===== src/rtl/inputc_mvc.sv =====
// Multi-VC router input controller: per-VC FIFOs, wormhole VC FSMs and a round-robin switch request.
// Define INPUTC_MVC_ERRCHK_EN to enable the sticky overflow flag on err (otherwise err is tied low).
//
// state    | meaning
// S_IDLE   | FIFO empty, or front flit is not a head
// S_WAIT   | head flit at front, output port latched, competing for the switch
// S_ACTIVE | packet granted; VC holds the switch lock until its tail is sent
module inputc_mvc #(
  parameter int NVC   = 4,
  parameter int VCW   = 2,
  parameter int DATAW = 64,
  parameter int DEPTH = 4,
  parameter int PORTW = 3
) (
  input  logic             clk,
  input  logic             rst_,
  input  logic [DATAW-1:0] idata,
  input  logic             ivalid,
  input  logic [VCW-1:0]   ivch,
  output logic [NVC-1:0]   ordy,
  output logic [NVC-1:0]   oack,
  output logic [DATAW-1:0] odata,
  output logic             ovalid,
  output logic [VCW-1:0]   ovch,
  output logic             req,
  output logic [PORTW-1:0] port,
  input  logic             grt,
  output logic             err
);

  localparam int AW = $clog2(DEPTH);
  localparam int CW = AW + 1;
  localparam int SW = VCW + 1;
  localparam logic [1:0] T_HEAD = 2'b00;
  localparam logic [1:0] T_TAIL = 2'b10;
  localparam logic [1:0] T_HT   = 2'b11;

  typedef enum logic [1:0] {S_IDLE, S_WAIT, S_ACTIVE} vc_state_e;

  logic [DATAW-1:0] mem     [NVC][DEPTH];
  logic [AW-1:0]    wr_ptr  [NVC];
  logic [AW-1:0]    rd_ptr  [NVC];
  logic [CW-1:0]    cnt     [NVC];
  vc_state_e        state_q [NVC];
  vc_state_e        state_d [NVC];
  logic [PORTW-1:0] port_q  [NVC];
  logic [PORTW-1:0] port_d  [NVC];
  logic [DATAW-1:0] head    [NVC];
  logic [NVC-1:0]   wr_en;
  logic [NVC-1:0]   pop;
  logic [NVC-1:0]   full;
  logic [VCW-1:0]   sel_q;
  logic [VCW-1:0]   rr_q;
  logic [VCW-1:0]   sel;
  logic [VCW-1:0]   rr_next;
  logic [SW-1:0]    arb_sum;
  logic             arb_hit;
  logic             send;
  logic [1:0]       in_type;

  function automatic logic is_head(input logic [1:0] t);
    return (t == T_HEAD) || (t == T_HT);
  endfunction

  assign in_type = idata[DATAW-1:DATAW-2];

  always_comb begin : fifo_status
    for (int v = 0; v < NVC; v++) begin
      head[v] = mem[v][rd_ptr[v]];
      full[v] = (cnt[v] == CW'(DEPTH));
    end
  end

  assign ordy = ~full;

  // The selection is frozen while the selected VC owns the switch; otherwise scan from rr_q.
  always_comb begin : arbiter
    sel     = sel_q;
    arb_hit = 1'b0;
    arb_sum = '0;
    if (state_q[sel_q] != S_ACTIVE) begin
      for (int i = 0; i < NVC; i++) begin
        arb_sum = {1'b0, rr_q} + SW'(i);
        if (arb_sum >= SW'(NVC)) arb_sum = arb_sum - SW'(NVC);
        if (!arb_hit && state_q[arb_sum[VCW-1:0]] == S_WAIT) begin
          sel     = arb_sum[VCW-1:0];
          arb_hit = 1'b1;
        end
      end
    end
    rr_next = (sel == VCW'(NVC - 1)) ? '0 : sel + 1'b1;
  end

  always_comb begin : outputs
    req    = (state_q[sel] == S_WAIT) || (state_q[sel] == S_ACTIVE && cnt[sel] != '0);
    send   = req && grt;
    ovalid = send;
    ovch   = sel;
    port   = port_q[sel];
    odata  = send ? head[sel] : '0;
    oack   = '0;
    if (send) oack[sel] = 1'b1;
  end

  // A write to a full FIFO is accepted only when the same edge pops it.
  always_comb begin : fifo_ctrl
    for (int v = 0; v < NVC; v++) begin
      pop[v]   = send && (sel == VCW'(v));
      wr_en[v] = ivalid && (ivch == VCW'(v)) && (!full[v] || pop[v]);
    end
  end

  always_comb begin : next_state
    for (int v = 0; v < NVC; v++) begin
      state_d[v] = state_q[v];
      port_d[v]  = port_q[v];
      case (state_q[v])
        S_IDLE: begin
          if (cnt[v] != '0) begin
            if (is_head(head[v][DATAW-1:DATAW-2])) begin
              state_d[v] = S_WAIT;
              port_d[v]  = head[v][PORTW-1:0];
            end
          end else if (wr_en[v] && is_head(in_type)) begin
            state_d[v] = S_WAIT;
            port_d[v]  = idata[PORTW-1:0];
          end
        end
        S_WAIT: begin
          if (pop[v])
            state_d[v] = (head[v][DATAW-1:DATAW-2] == T_HT) ? S_IDLE : S_ACTIVE;
        end
        S_ACTIVE: begin
          if (pop[v] && (head[v][DATAW-1:DATAW-2] == T_TAIL ||
                         head[v][DATAW-1:DATAW-2] == T_HT))
            state_d[v] = S_IDLE;
        end
        default: state_d[v] = S_IDLE;
      endcase
    end
  end

  always_ff @(posedge clk or negedge rst_) begin : state_reg
    if (!rst_) begin
      for (int v = 0; v < NVC; v++) begin
        state_q[v] <= S_IDLE;
        port_q[v]  <= '0;
      end
      sel_q <= '0;
      rr_q  <= '0;
    end else begin
      for (int v = 0; v < NVC; v++) begin
        state_q[v] <= state_d[v];
        port_q[v]  <= port_d[v];
      end
      if (send) begin
        sel_q <= sel;
        if (state_q[sel] == S_WAIT) rr_q <= rr_next;
      end
    end
  end

  always_ff @(posedge clk or negedge rst_) begin : fifo_ptrs
    if (!rst_) begin
      for (int v = 0; v < NVC; v++) begin
        wr_ptr[v] <= '0;
        rd_ptr[v] <= '0;
        cnt[v]    <= '0;
      end
    end else begin
      for (int v = 0; v < NVC; v++) begin
        if (wr_en[v]) wr_ptr[v] <= wr_ptr[v] + 1'b1;
        if (pop[v])   rd_ptr[v] <= rd_ptr[v] + 1'b1;
        case ({wr_en[v], pop[v]})
          2'b10:   cnt[v] <= cnt[v] + 1'b1;
          2'b01:   cnt[v] <= cnt[v] - 1'b1;
          default: cnt[v] <= cnt[v];
        endcase
      end
    end
  end

  always_ff @(posedge clk) begin : fifo_mem
    for (int v = 0; v < NVC; v++) begin
      if (wr_en[v]) mem[v][wr_ptr[v]] <= idata;
    end
  end

`ifdef INPUTC_MVC_ERRCHK_EN
  always_ff @(posedge clk or negedge rst_) begin : err_reg
    if (!rst_)
      err <= 1'b0;
    else if (ivalid && full[ivch] && !pop[ivch])
      err <= 1'b1;
  end
`else
  assign err = 1'b0;
`endif

endmodule


===== config.mk =====
export PLATFORM = sky130hd
export DESIGN_NAME = inputc_mvc
export DESIGN_NICKNAME = d
export VERILOG_FILES = /design/src/rtl/inputc_mvc.sv
export SDC_FILE = /design/constraint.sdc
export NUM_CORES = 1
export LEC_CHECK = 0
export CORE_MARGIN = 5
export CORE_UTILIZATION = 57
export CTS_BUF_LIST = sky130_fd_sc_hd__clkbuf_8
export DETAILED_ROUTE_END_ITERATION = 16
export GPL_TIMING_DRIVEN = 0
export HOLD_SLACK_MARGIN = 0.08
export PLACE_DENSITY = 0.76
export SLEW_MARGIN = 20
export SYNTH_ARGS = -nofsm -noshare
export SYNTH_HDL_FRONTEND = slang
export SYNTH_SLANG_ARGS = --single-unit

===== constraint.sdc =====
create_clock -name clk -period 4.7 [get_ports clk]
set_clock_uncertainty 0.15 [all_clocks]
set_input_delay 1.41 -clock clk [delete_from_list [all_inputs] [get_ports clk]]
set_output_delay 1.41 -clock clk [all_outputs]
set_load 0.005 [all_outputs]

# Word level (Yosys, flattened, before mapping)
# Memories as Yosys holds them, arrays and structs flattened.
# Index checks and enable logic that the tools add are counted.
word_totals:
  regBits: 52
  ramBits: 1024
  n_memories: 1
mem_list:
  columns: ["memory", "words", "width", "read_ports", "rd_clocked_by_memory_dff", "write_ports", "line", "rtl"]
  rows:
  - ["mem", 4, 256, 4, 0, 1, "40", "logic [DATAW-1:0] mem [NVC][DEPTH];"]
op_classes:
  n_addsub: 24
  n_lt_le_gt_ge: 24
  eq_ne: 62
  mux: 132
  bitwise: 15
  n_reduce_logical: 87
op_table:
  columns: ["cell", "count"]
  rows:
  - ["2-to-1 mux 256 bit", 10]
  - ["2-to-1 mux 64 bit", 15]
  - ["OR reduction 256 bit", 3]
  - ["binary-select mux 64 bit (select 2 bit)", 5]
  - ["demux 64 bit (select 2 bit)", 4]
  - ["2-to-1 mux 2 bit", 53]
  - ["greater-or-equal comparator 3 bit (second input constant)", 17]
  - ["2-to-1 mux 3 bit", 16]
  - ["== test 2 bit (second input constant)", 22]
  - ["NOT 2 -> 3 bit", 14]
  - ["== test 2 x 1 -> 1 bit (second input constant)", 15]
  - ["logical AND 1 bit", 30]
  - ["binary-select mux 2 bit (select 2 bit)", 6]
  - ["inequality test 3 bit (second input constant)", 8]
  - ["one-hot mux 2 bit (3 select lines)", 4]
  - ["one-hot mux 3 bit (2 select lines)", 4]
  - ["logical NOT 2 bit", 11]
  - ["adder 2 x 1 -> 2 bit (second input constant)", 9]
  - ["inequality test 2 bit (second input constant)", 9]
  - ["AND reduction 4 bit", 4]
  - ["nonzero test 2 bit", 8]
  - ["nonzero test 3 bit", 5]
  - ["logical OR 1 bit", 14]
  - ["adder 3 x 1 -> 3 bit (second input constant)", 4]
  - ["other kinds (18)", 54]

# Logic depth before layout (Yosys ltp)
logic_depth:
  depth_word: 42
  mapped_depth: 19
  mapped_depth_nobuf: 16

# Worst setup path before layout
# Ideal clock, no wire load.
synth_path:
  path_type: "register to register"
  startpoint: "reg state_q[1] in the netlist's numbering"
  endpoint: "mem mem[3][0] in the netlist's numbering (enable)"
  arrival_ns: 4.311
  slack_ns: -0.189
  stages_incl_launch_ff: 12
  n_path_buf: 3
  period_less_slack_ns: 4.889
  path_cell_list: "dfrtp_1 > nor2b_1 > mux4_2 > a211oi_1 > or2_1 > buf_4 > clkbuf_1 > clkbuf_1 > ha_1 > o21ai_4 > a31oi_4 > and2_1"
synth_via:
  elab_chain_cells: 35
  word_cells_on_any_way: 83
  cone_classes: "eq/ne (10); mux (46); bitwise (1); reduce/logical (26)"
synth_lines:
  columns: ["item", "line", "rtl"]
  rows:
  - ["start: declaration", "44", "vc_state_e state_q [NVC];"]
  - ["start signal: indexed assignment", "153", "state_q[v] <= state_d[v];"]
  - ["binary-select mux 2 bit (select 2 bit)", "85", "if (!arb_hit && state_q[arb_sum[VCW-1:0]] == S_WAIT) begin"]
  - ["2-to-1 mux 2 bit (not written as such) (2 in series)", "85", null]
  - ["== test 2 x 1 -> 1 bit", "85", null]
  - ["2-to-1 mux 1 bit", "85", null]
  - ["2-to-1 mux 1 bit", "81", "if (state_q[sel_q] != S_ACTIVE) begin"]
  - ["logical NOT 1 bit", "85", null]
  - ["logical AND 1 bit", "85", null]
  - ["2-to-1 mux 1 bit", "85", null]
  - ["[... 9 more ...]", null, null]
  - ["named net ovch[1]", "24", "output logic [VCW-1:0] ovch,"]
  - ["[... 7 more ...]", null, null]
  - ["logical AND 1 bit", "96", "send = req && grt;"]
  - ["logical AND 1 bit", "108", "pop[v] = send && (sel == VCW'(v));"]
  - ["logical OR 1 bit", "109", "wr_en[v] = ivalid && (ivch == VCW'(v)) && (!full[v] || pop[v]);"]
  - ["logical AND 1 bit", "109", null]
  - ["2-to-1 mux 1 bit", "185", "if (wr_en[v]) mem[v][wr_ptr[v]] <= idata;"]
  - ["2-to-1 mux 256 bit (not written as such)", "185", null]
  - ["OR reduction 256 bit (no line)", null, null]
  - ["2-to-1 mux 2 bit (no line) or 2-to-1 mux 256 bit (tied branches) (3 in series)", null, null]
  - ["end: declaration", "40", null]
# The timed path passes the listed nets; every way through them passes the cells marked *. The select of a mux whose other input is x is not followed.

# Worst setup path after layout
layout_path:
  startpoint: "reg state_q[5] in the netlist's numbering"
  endpoint: "out odata[29]"
layout_via:
  elab_chain_cells: 27
  word_cells_on_any_way: 54
  cone_classes: "eq/ne (7); mux (36); bitwise (1); reduce/logical (10)"
layout_lines:
  columns: ["item", "line", "rtl"]
  rows:
  - ["binary-select mux 2 bit (select 2 bit)", "85", null]
  - ["2-to-1 mux 2 bit (not written as such) (2 in series)", "85", null]
  - ["== test 2 x 1 -> 1 bit", "85", null]
  - ["2-to-1 mux 1 bit", "85", null]
  - ["2-to-1 mux 1 bit", "81", null]
  - ["logical NOT 1 bit", "85", null]
  - ["logical AND 1 bit", "85", null]
  - ["2-to-1 mux 1 bit", "85", null]
  - ["[... 9 more ...]", null, null]
  - ["NOT 2 -> 3 bit (not written as such)", "95, 100", null]
  - ["binary-select mux 2 bit (select 2 bit) or binary-select mux 3 bit (select 2 bit) (tied branches)", "95", "req = (state_q[sel] == S_WAIT) || (state_q[sel] == S_ACTIVE && cnt[sel] != '0);"]
  - ["2-to-1 mux 2 bit (not written as such) or 2-to-1 mux 3 bit (tied branches) (2 in series)", "95", null]
  - ["== test 2 bit or nonzero test 3 bit (tied branches)", "95", null]
  - ["logical AND 1 bit", "95", null]
  - ["logical OR 1 bit", "95", null]
  - ["logical AND 1 bit", "96", null]
  - ["2-to-1 mux 64 bit *", "100", "odata = send ? head[sel] : '0;"]
  - ["end: declaration", "22", "output logic [DATAW-1:0] odata,"]
# Mark *: on every way between the ends. The rest lies on a longest branch, timed or not. The select of a mux whose other input is x is not followed.

==> results.ini <==
[outcome]
outcome=complete, but fails checks
violations=negative setup slack

[pwr]
power-per-cell-area_nw_per_um2=729
combPwrFrac=0.493
power_frac_seq=0.314
netSwitchingFraction=0.383
pwr-share-clk=0.193
ir_drop_uv=737
p_sw_w=0.0142
p_int_w=0.0229
p_leak_nw=16.8

[critical_path]
crit_start=state_q[5]
critPathCapture=odata[29]
slowest_stage=dfrtp_2
reg2reg_to=mem[2][19]
rr_startpoint=state_q[6]
worst_setup_path_end_kind=output port
worstPathArrival_ns=3.85
reg2reg_slack_ns=0.23
reg2reg_depth=15
required_ns=3.14
startpoint_type=register
crit_chain=buf_4 -> nor2b_4 -> nand3_2 -> a21oi_2 -> o32ai_2 -> or2_1 -> buf_12 -> clkinv_8 -> mux2i_4 -> nor2_4 -> buf_12 -> buf_8 -> buf_16 -> a211oi_4 -> buf_2
path_buf_inv=7
cpMostUsedCell=buf_12
worst-path-stages=15
worstPathMaxFanout=6
max_stage_delay_ns=0.43
worstSetupPathType=register to output port
cpLargestDelayFamily=buffers and inverters

[global_route]
grt_pass1_vias=23700
antenna_found_initial=11
grt_use_met1=0.349
global_route.peak_usage_layer=met2
gr-usage-all-layers=0.262
grt_pass1_wl_um=155000
use_met2=0.424
grt_max_degree=53
grt_use_met3=0.0736
overflow=0

[floorplanning]
die_w_um=283
rows=100
io_pins=150
die_area_um2=80200
core_area_um2=74200
die_h_um=283
initial_core_util=0.574

[synthesis]
ys.flop_type=edfxtp_1
synth_nets=2113
avgSynthCellArea_um2=21.2
yosys_warnings=0
synth_top_area_frac=0.723
synth_async_sr_flop_share=0.0483
synth-edff-count=1024
yosysUniqueCellTypes=53
yosys-top-cells-area=edfxtp_1 (72%), mux4_2 (14%), dfrtp_1 (3.1%), a211oi_1 (2.3%), mux2i_1 (1.8%)
syn_inst=2008
yosysSeqAreaShare=0.753
synth_area_leader_cell=edfxtp_1
netlist_area_um2=42600
yosys-top-cells-count=edfxtp_1 (1,024), mux4_2 (257), a211oi_1 (132), clkbuf_1 (84), and2_1 (83)
ys_ff_latch=1076
yosysMostFrequentCell=edfxtp_1

[clock_network]
cts-buffers-inserted=168
cts-root-buf=clkbuf_8
clk-insertion-delay-late_ns=0.83
hold_buffers=0
max-clock-path-buffers=3
cts_max_level=4
cts.sinks=1076
cts_tree=built
path_clk_slew_ns=0.06

[drt]
drc=0
wl_um=106000
via_per_inst=6.39
drt.antenna.violating_nets=0
wl_per_cell_um=30.3
first_pass_iters=5
drtIter0Drc=2913
vias=22400

[timing]
max_freq_mhz=185
finalCritPeriodShare=1.15
slew_violations=0
grt_setup_unrepaired=true
finalSetupViolCount=75
worstMarginPinSlew_ns=1.01
setup_ws_ns=-0.705
holdWs_ns=0.329
slew_headroom=0.327
finalHoldViolations=0
period_minus_slack_ns=5.41

[cells_and_area]
final_core_util=0.685
nets=2498
fin_area_um2=50800
layout-drive-gt1-share=0.351
synthToLayoutAreaGrowth_pct=19.4

[flow_run]
maxCapViolCount=0

[placed_design]
place_congestion=0.857
post_dp_cell_area_um2=45700
dp_hpwl_um=59700
port_buffers=148

[min_path]
hold_path_class=register to register

==> logic make-up (layout without fill, tap and decap cells) <==
family          count (synthesis)  after routing  synth area share
fa+ha+maj                      35             35            0.0110
buf+inv                       145            663            0.0135
other cells                     1              7         0.0000881
mux                           353            353             0.159
compound gates                184            184            0.0331
simple gates                  191            191            0.0250
xor+xnor                       23             23           0.00473
flops                        1076           1076             0.753
==> stage by stage <==
| step | setup slack [ns] | TNS, ns | total power, W | cells |
|---|---|---|---|---|
| floorplan | 0.00761 | 0 | 0.0197 | 2008 |
| global placement | -2.22 | -1858.25 | 0.0251 | 3125 |
| detailed placement | -1.33 | -334.98 | 0.0255 | 3141 |
| CTS | -0.614 | -36.93 | 0.0360 | 3490 |
| global route | -0.802 | -49.59 | 0.0384 | 3499 |
| finish | -0.705 | -40.91 | 0.0371 | 3501 |
==> worst min-delay path by stage <==
| stage | startpoint | endpoint | slack, ns | depth (start not counted) |
|---|---|---|---|---|
| floorplan | port_q[0] | port_q[0] | 0.30 | 2 |
| global placement | port_q[1] | port_q[1] | 0.31 | 2 |
| detailed placement | port_q[2] | port_q[2] | 0.32 | 2 |
| CTS | port_q[2] | port_q[2] | 0.33 | 2 |
| global route | port_q[0] | port_q[0] | 0.35 | 2 |
| finish | port_q[2] | port_q[2] | 0.33 | 2 |
==> power by group through the flow <==
stage	registers (W)	clock network (W)	logic (W)
after detailed placement	0.0118	0	0.0137
after global routing	0.0117	0.00769	0.0190
after floorplan	0.0117	0	0.00798
after CTS	0.0116	0.00721	0.0172
after global placement	0.0118	0	0.0133
final	0.0116	0.00715	0.0183
==> repair_timing <==
item,in CTS,in global routing
endpoints found under the setup margin,845,75
buffers inserted,41,8
pin swaps,48,30
gates cloned,6,1
resized for setup,622,95
==> metal layers <==
metal / share of wire / routed length, um
met1: 0.37 / 39500
met4: 0.030 / 3170
met3: 0.10 / 10700
met2: 0.50 / 52500
met5: 0.00068 / 72
==> state kept, by name, indices dropped and copies added, names as in the netlist <==
name	count
cnt	12
mem	1024
port_q	12
rd_ptr	8
rr_q	2
sel_q	2
state_q	8
wr_ptr	8
==> area by class of cell <==
| cell class | instances | area, um2 |
|---|---|---|
| clock inverter | 131 | 641 |
| multi-input combinational | 787 | 11200 |
| fill | 4361 | 23400 |
| buffer | 104 | 923 |
| antenna | 6 | 15.0 |
| inverter | 36 | 165 |
| timing repair buffer | 220 | 2200 |
| sequential | 1076 | 32100 |
| tap | 969 | 1210 |
| clock buffer | 172 | 2370 |
==> worst reg2reg max path, cell delays in order (launching register included) <==
cell and delay, ns:
dfrtp_1 0.41, buf_4 0.16, nor2b_4 0.04, mux4_2 0.55, a41o_4 0.32, and2_4 0.21
clkinv_8 0.10, buf_12 0.15, buf_12 0.14, buf_8 0.15, ha_4 0.16, o21ai_4 0.07
buf_4 0.20, a21oi_4 0.25, and2_4 0.67, buf_16 0.33
==> layout by cell type (no fill, tap or decap), drive strengths merged, types with 36 or more instances in the layout <==
| cell | instances |
|---|---|
| a211oi | 132 |
| buf | 144 |
| mux2i | 79 |
| inv | 91 |
| clkbuf | 258 |
| nor2 | 36 |
| and2 | 83 |
| edfxtp | 1024 |
| dfrtp | 52 |
| clkinv | 67 |
| mux4 | 257 |
| clkdlybuf4s50 | 74 |
Power figures use the tool's default switching activity.
